`src/rtl/prob_pkg.sv`:
```
// prob_pkg: shared types, default widths and the saturating increment
// used by the result packer and its FIFO.
package prob_pkg;
  typedef enum logic [1:0] {ST_EMPTY, ST_ONE, ST_FULL} occ_t;
  localparam int PROB_WORD_W = 8;
  localparam int PROB_CNT_W = 16;
  // w is the live counter width (1..32); the value sticks at all-ones of that width
  function automatic logic [31:0] sat_inc(input logic [31:0] v, input int w, input logic en);
    return (en && v != (32'hFFFF_FFFF >> (32 - w))) ? v + 32'd1 : v;
  endfunction
endpackage

```
`src/rtl/prob_skid_fifo2.sv`:
```
// prob_skid_fifo2: 2-entry valid/ready FIFO with an EMPTY/ONE/FULL occupancy FSM.
// A push at FULL is accepted only when the head pops in the same cycle; otherwise drop pulses.
module prob_skid_fifo2
  import prob_pkg::*;
#(
  parameter int W = 8
) (
  input  logic         clk,
  input  logic         reset,
  input  logic         clear,
  input  logic         push,
  input  logic [W-1:0] push_data,
  input  logic         pop_ready,
  output logic         out_valid,
  output logic [W-1:0] out_data,
  output logic         drop
);
  occ_t st;
  logic [W-1:0] head, tail;
  logic pop;
  assign pop = out_valid && pop_ready;
  assign drop = push && st == ST_FULL && !pop_ready;
  assign out_data = head;
  always_ff @(posedge clk or negedge reset)
    if (!reset) begin
      st <= ST_EMPTY;
      head <= '0;
      tail <= '0;
      out_valid <= 1'b0;
    end else if (clear) begin
      st <= ST_EMPTY;
      head <= '0;
      tail <= '0;
      out_valid <= 1'b0;
    end else begin
      case (st)
        ST_EMPTY: if (push) begin
          head <= push_data;
          st <= ST_ONE;
          out_valid <= 1'b1;
        end
        ST_ONE: if (push && pop) head <= push_data;
          else if (push) begin
            tail <= push_data;
            st <= ST_FULL;
          end else if (pop) begin
            st <= ST_EMPTY;
            out_valid <= 1'b0;
          end
        ST_FULL: if (pop) begin
          head <= tail;
          if (push) tail <= push_data;
          else st <= ST_ONE;
        end
        default: begin
          st <= ST_EMPTY;
          out_valid <= 1'b0;
        end
      endcase
    end
endmodule

```
`src/rtl/prob_result_packer.sv`:
```
// prob_result_packer: packs sampled comparator bits LSB-first into words, buffers them in a
// 2-entry FIFO and keeps saturating stats. Define PACK_PARITY_EN to add out_parity.
module prob_result_packer
  import prob_pkg::*;
#(
  parameter int WORD_W = PROB_WORD_W,
  parameter int CNT_W  = PROB_CNT_W
) (
  input  logic              clk,
  input  logic              reset,
  input  logic              clear,
  input  logic              in_valid,
  input  logic              in_bit,
  output logic              out_valid,
  input  logic              out_ready,
  output logic [WORD_W-1:0] out_word,
  output logic [CNT_W-1:0]  ones_count,
  output logic [CNT_W-1:0]  total_count,
  output logic [CNT_W-1:0]  drop_count,
  output logic              overflow
`ifdef PACK_PARITY_EN
  , output logic            out_parity
`endif
);
  localparam int IW = $clog2(WORD_W);
`ifdef PACK_PARITY_EN
  localparam int DW = WORD_W + 1;
`else
  localparam int DW = WORD_W;
`endif
  logic [IW-1:0] idx;
  logic [WORD_W-1:0] sh, word;
  logic push, drop;
  logic [DW-1:0] push_data, head;
  always_comb begin
    word = sh;
    word[idx] = in_bit;
  end
  assign push = in_valid && idx == IW'(WORD_W - 1);
`ifdef PACK_PARITY_EN
  assign push_data = {^word, word};
  assign out_parity = out_valid & head[WORD_W];
`else
  assign push_data = word;
`endif
  assign out_word = head[WORD_W-1:0];
  prob_skid_fifo2 #(.W(DW)) u_fifo (
    .clk(clk),
    .reset(reset),
    .clear(clear),
    .push(push),
    .push_data(push_data),
    .pop_ready(out_ready),
    .out_valid(out_valid),
    .out_data(head),
    .drop(drop)
  );
  // idx wraps even when the FIFO drops the word, so bit alignment is never lost
  always_ff @(posedge clk or negedge reset)
    if (!reset) begin
      idx <= '0;
      sh <= '0;
      ones_count <= '0;
      total_count <= '0;
      drop_count <= '0;
      overflow <= 1'b0;
    end else if (clear) begin
      idx <= '0;
      sh <= '0;
      ones_count <= '0;
      total_count <= '0;
      drop_count <= '0;
      overflow <= 1'b0;
    end else begin
      if (in_valid) begin
        sh <= word;
        idx <= push ? '0 : idx + 1'b1;
      end
      total_count <= CNT_W'(sat_inc(32'(total_count), CNT_W, in_valid));
      ones_count <= CNT_W'(sat_inc(32'(ones_count), CNT_W, in_valid && in_bit));
      drop_count <= CNT_W'(sat_inc(32'(drop_count), CNT_W, drop));
      overflow <= overflow | drop;
    end
endmodule
```
`config.mk`:
```
export PLATFORM = sky130hd
export DESIGN_NAME = prob_result_packer
export DESIGN_NICKNAME = d
export VERILOG_FILES = /design/src/rtl/prob_pkg.sv /design/src/rtl/prob_skid_fifo2.sv /design/src/rtl/prob_result_packer.sv
export SDC_FILE = /design/constraint.sdc
export NUM_CORES = 1
export LEC_CHECK = 0
export ABC_AREA = 1
export BUFFER_PORTS_ARGS = -buffer_cell sky130_fd_sc_hd__buf_2
export CORE_ASPECT_RATIO = 0.8
export CORE_MARGIN = 2
export CORE_UTILIZATION = 50
export DETAILED_ROUTE_END_ITERATION = 8
export PLACE_DENSITY = 0.78
export SLEW_MARGIN = 20
export SYNTH_ARGS = -nofsm -noshare
export SYNTH_HDL_FRONTEND = slang
export SYNTH_SLANG_ARGS = --single-unit
```
`constraint.sdc`:
```
create_clock -name clk -period 2.99 [get_ports clk]
set_clock_uncertainty 0.1 [all_clocks]
set_input_delay 0.598 -clock clk [delete_from_list [all_inputs] [get_ports clk]]
set_output_delay 0.598 -clock clk [all_outputs]
set_load 0.01 [all_outputs]
```
Word level (Yosys, flattened, before mapping):

Cells that the tools add are included.

* bitwise gates (word level): 1
* add/sub/neg operators: 4
* equal/unequal tests: 15
* mux-type cells: 39
* order comparisons: 2
* reductions and logical operators: 22

Operators by type and width (count)
* 16-bit two-way mux: 6
* 8-bit two-way mux: 10
* 16-bit by 1-bit adder with 16-bit output, second input constant: 3
* 16-bit != test, second input constant: 3
* 8-bit case mux with 3 select lines: 1
* 8-bit case mux with 2 select lines: 1
* 2-bit two-way mux: 7
* 3-bit != test, second input constant: 4
* 1-bit logical AND: 10
* 5-bit AND reduction: 2
* 3-bit two-way mux: 3
* 3-bit by 2-bit != test with 1-bit output, second input constant: 3
* 8-bit bitwise mux: 1
* 2-bit nonzero test: 4
* 1-bit two-way mux: 7
* 2-bit case mux with 3 select lines: 1
* 3-bit by 4-bit less-than comparator with 1-bit output, second input constant: 1
* 4-bit by 3-bit != test with 1-bit output, second input constant: 1
* 4-bit AND reduction: 1
* 4-bit nonzero test: 1
* 3-bit by 1-bit adder with 3-bit output, second input constant: 1
* 1-bit demux with 3-bit select: 1
* 3-bit equality test, second input constant: 1
* 3-bit by 1-bit greater-or-equal comparator with 1-bit output, second input constant: 1
* 9 further kinds: 9

* bits of input ports: 6
* word-level logic and storage cells: 93
* output and inout port bits: 58
* bits in registers: 79

Longest topological paths before layout:

* depth after elaboration: 9
* mapped depth: 11
* gate-level depth less buffers: 11

Hierarchy:

From an unflattened synthesis, not the netlist that was laid out.

* cell total of the unflattened synthesis: 717
* area, all modules: 4949.7 um^2

By module, submodules not included
* prob_result_packer: sequential area each 1501.4 um^2, cells each 559, instances 1, area each 3831.2 um^2
* prob_skid_fifo2: sequential area each 475.5 um^2, cells each 158, instances 1, area each 1118.6 um^2

Least setup slack after synthesis:

Ideal clock, no wire load.

* path kind: register -> register
* start: register idx[0]
* end: register u_fifo.head[0] (netlist: u_fifo.out_data[0])
* cell stages (with the launch flop): 12
* library setup time: 0.065 ns
* data arrival time: 1.614 ns
* clock period less this slack: 1.779 ns
* setup slack: 1.211 ns
* path buffers: 0
* data required time: 2.825 ns
* path through: dfrtp_1 ha_1 ha_1 nand2_2 inv_2 nor2_2 nand2_1 nand2_1 nor2_4 inv_2 nand2_1 nand2_1

* longest elaborated chain between the ends: 8
* elaborated cells on any way between the ends: 16
* those cells by class: order compare: 2; eq/ne: 3; mux: 7; reduce/logical: 4

Ends and longest elaborated chain
* from (decl): line prob_result_packer.sv:31 `logic [IW-1:0] idx;`
* from (signal assigned): line prob_result_packer.sv:77 `idx <= push ? '0 : idx + 1'b1;`
* 3-bit by 4-bit less-than comparator with 1-bit output (implied by the code) / 3-bit by 1-bit greater-or-equal comparator with 1-bit output (equally long branches): line prob_result_packer.sv:37 `word[idx] = in_bit;`
* 1-bit logical AND (implied by the code): line prob_result_packer.sv:37
* 1-bit two-way mux (implied by the code): line prob_result_packer.sv:37
* 1-bit demux with 3-bit select: line prob_result_packer.sv:37
* 8-bit bitwise mux: line prob_result_packer.sv:37
* 8-bit two-way mux, on equally long branches: line prob_skid_fifo2.sv:42, prob_skid_fifo2.sv:37
* 8-bit case mux with 3 select lines: line prob_skid_fifo2.sv:36 `case (st)`
* 8-bit two-way mux: line prob_skid_fifo2.sv:30 `end else if (clear) begin`
* to (signal assigned): line prob_skid_fifo2.sv:38 `head <= push_data;`
* to (signal assigned): line prob_skid_fifo2.sv:42 `ST_ONE: if (push && pop) head <= push_data;`
* to (signal assigned): line prob_skid_fifo2.sv:51 `head <= tail;`
* to (decl): line prob_skid_fifo2.sv:19 `logic [W-1:0] head, tail;`

Parallel ways exist; a longest one is shown, timed or not. The select of a mux whose other input is x is not followed.
A chain may end at the register's enable or synchronous reset.

Worst setup path in the final report:

* start: register idx[0]
* end: register u_fifo.head[4] (netlist: u_fifo.out_data[4])

The elaborated chain is that of the path after synthesis.

==> flow_metrics.env <==
export IMPL_ctsResizeCount=0
export IMPL_routedWlPerCell_um=13.3
export IMPL_antenna_found_initial=0
export IMPL_totalWireLength_um=11400
export IMPL_gp_congestion=0.911
export IMPL_dieWidth_um=113
export IMPL_drc=0
export IMPL_ys_ff_latch=79
export IMPL_clockBufferDepth=2
export IMPL_grt_usage=0.234
export IMPL_arrival_ns=2.33
export IMPL_grt_pass1_wl_um=19500
export IMPL_endpoint_kind="register"
export IMPL_crit_type="register to register"
export IMPL_ios=64
export IMPL_relSlewSlack=0.338
export IMPL_setup_viol=0
export IMPL_path_clk_slew_ns=0.06
export IMPL_slew_violations=0
export IMPL_synthToLayoutAreaGrowth_pct=14.9
export IMPL_startpoint_type="register"
export IMPL_drtPass1Iterations=5
export IMPL_hold_slack_ns=0.304
export IMPL_crit_fanout=9
export IMPL_yosys_warnings=0
export IMPL_stdcell_count=856
export IMPL_num_nets_final=751
export IMPL_tightestPinTransition_ns=0.993
export IMPL_p_per_area_mw_per_mm2=457
export IMPL_multiInputGateArea_mm2=0.00245
export IMPL_cts_hold_fix_buffers=0
export IMPL_htree_num_levels=3
export IMPL_grt_overflow=0
export IMPL_cts_root_buf="clkbuf_16"
export IMPL_dp_hpwl_um=8010
export IMPL_core_mm2=0.00911
export IMPL_start_util=0.519
export IMPL_synthCells=670
export IMPL_clk_latency_ns=0.34
export IMPL_irDropWorstVdd_mv=0.348
export IMPL_synth_cell_types=31
export IMPL_setup_tns_ns=0
export IMPL_vias=4557
export IMPL_hold_viol=0
export IMPL_die_area_mm2=0.0103
export IMPL_finalCritPeriodShare=0.718
export IMPL_cts_tree="yes"
export IMPL_layout_drive_gt1_share=0.154
export IMPL_ff2ff_path_depth=11
export IMPL_drt_iter0_drc=273
export IMPL_cts_made_buffers=9
export IMPL_syn_area_mm2=0.00473
export IMPL_register_area_mm2=0.00198
export IMPL_rows=31
export IMPL_dp_cells=840
export IMPL_die_h_um=91.0
export IMPL_fillerInstances=829
export IMPL_via_per_inst=5.32
export IMPL_grt_pass1_vias=4231
export IMPL_rsz0062_at_grt="no"
export IMPL_syn_nets=685
export IMPL_r2r_start="idx[0]"
export IMPL_cts_sinks=79
export IMPL_drv_cap=0
export IMPL_syn_avg_cell_area_um2=7.06
export IMPL_grt_max_degree=80
export IMPL_r2r_slack_ns=0.84
export IMPL_max_freq_mhz=466
export IMPL_cts_setup_buffers=0
export IMPL_drtAntennaViolNets=0
export IMPL_r2r_end="u_fifo.out_data[4]"
export IMPL_critPathRequiredTime_ns=3.17
export IMPL_synth_seq_area_share=0.418
export IMPL_hold_class="primary input to asynchronous set/reset pin"
export IMPL_port_buffers=63
export IMPL_num_antenna_cells=0
export IMPL_outcome="completed"
export IMPL_min_period_ns=2.15
export IMPL_cellLeakagePower_nw=2.90
## sequential cells by signal, summed over array words and instances, names as in the netlist
register,cells
u_fifo.tail,8
u_fifo.out_valid,1
sh,8
overflow,1
u_fifo.st,2
ones_count,16
idx,3
u_fifo.out_data,8
total_count,16
drop_count,16
## report_power, final
group / leakage (nW) / switching, W / internal (W) / total [W]
registers: 1.09 / 0.0000359 / 0.00111 / 0.00115
logic: 1.68 / 0.000213 / 0.0000856 / 0.000298
clock network: 0.134 / 0.000435 / 0.000604 / 0.00104
## logic make-up after synthesis
group | count (synthesis) | share of synthesized area
AO/OA/AOI/OAI | 38 | 0.0436
XOR/XNOR | 15 | 0.0278
AND/OR/NAND/NOR | 454 | 0.423
adder cells (fa/ha/maj) | 9 | 0.0238
buffers and inverters | 75 | 0.0640
flip-flops | 79 | 0.418
## cells in the final DEF (no fill, tap or decap), types with 10 or more instances in the layout
cell,Yosys,layout
nand2_1,263,263
dfrtp_1,79,79
nor2_1,68,68
nand3_1,62,62
buf_2,5,62
inv_1,59,59
nand4_1,27,27
o21ai_0,24,24
xor2_1,12,12
or2_2,10,10
## Yosys cell counts, drive strengths merged
master	number	share of area
nand2	266	0.21
nor2	80	0.083
dfrtp	79	0.42
inv	63	0.050
nand3	63	0.068
o21ai	29	0.031
nand4	27	0.036
xor2	12	0.022
or2	10	0.013
ha	9	0.024
buf	8	0.011
nor3	5	0.0063
a21oi	4	0.0050
clkbuf	3	0.0024
nand3b	3	0.0048
o21bai	3	0.0048
xnor2	3	0.0056
clkinv	1	0.00079
o211ai	1	0.0016
o21a	1	0.0016
## worst max-delay path: stages, from the launching register on
cell and delay, ns:
dfrtp_1 0.46, ha_1 0.24, ha_1 0.19, nand2_2 0.13, inv_2 0.07, nor2_2 0.23, nand2_1 0.12, nand2_1 0.16
nor2_4 0.10, inv_2 0.14, nand2_1 0.08, nand2_1 0.07
## layer usage
layer | vias up | share of wire | global-route usage
met4 | 0 | 0.014 | 0.0945
met1 | 2132 | 0.46 | 0.304
met3 | 16 | 0.057 | 0.0527
li1 | 2262 | - | -
met2 | 147 | 0.47 | 0.379
met5 | - | 0 | 0
## worst max path at each step
| stage | start | end | slack (ns) |
|---|---|---|---|
| 2_1_floorplan | idx[0] | u_fifo.out_data[0] | 1.21 |
| 3_3_place_gp | clear | u_fifo.out_data[3] | 0.71 |
| 3_5_place_dp | clear | u_fifo.out_data[4] | 0.61 |
| 4_1_cts | idx[0] | u_fifo.out_data[4] | 0.87 |
| 5_1_grt | idx[0] | u_fifo.out_data[5] | 0.72 |
| 6_report | idx[0] | u_fifo.out_data[4] | 0.84 |
## final cells by class
class | instances | area share
multi-input cells | 516 | 0.451
well taps | 115 | 0.0265
flip-flops and latches | 79 | 0.363
inverters | 64 | 0.0442
repair buffers | 66 | 0.0626
clock inverters | 5 | 0.00598
clock buffers | 11 | 0.0465
## through the flow
stage	worst slack (ns)	power, W	area, µm²	util
after detailed placement	0.614	0.00146	5150	0.565
final	0.844	0.00249	5440	0.597
after global placement	0.715	0.00145	5150	0.565
after floorplan	1.21	0.00136	4730	-
after global routing	0.716	0.00261	5440	0.597
after CTS	0.870	0.00252	5440	0.597
Power figures use the tool's default switching activity.
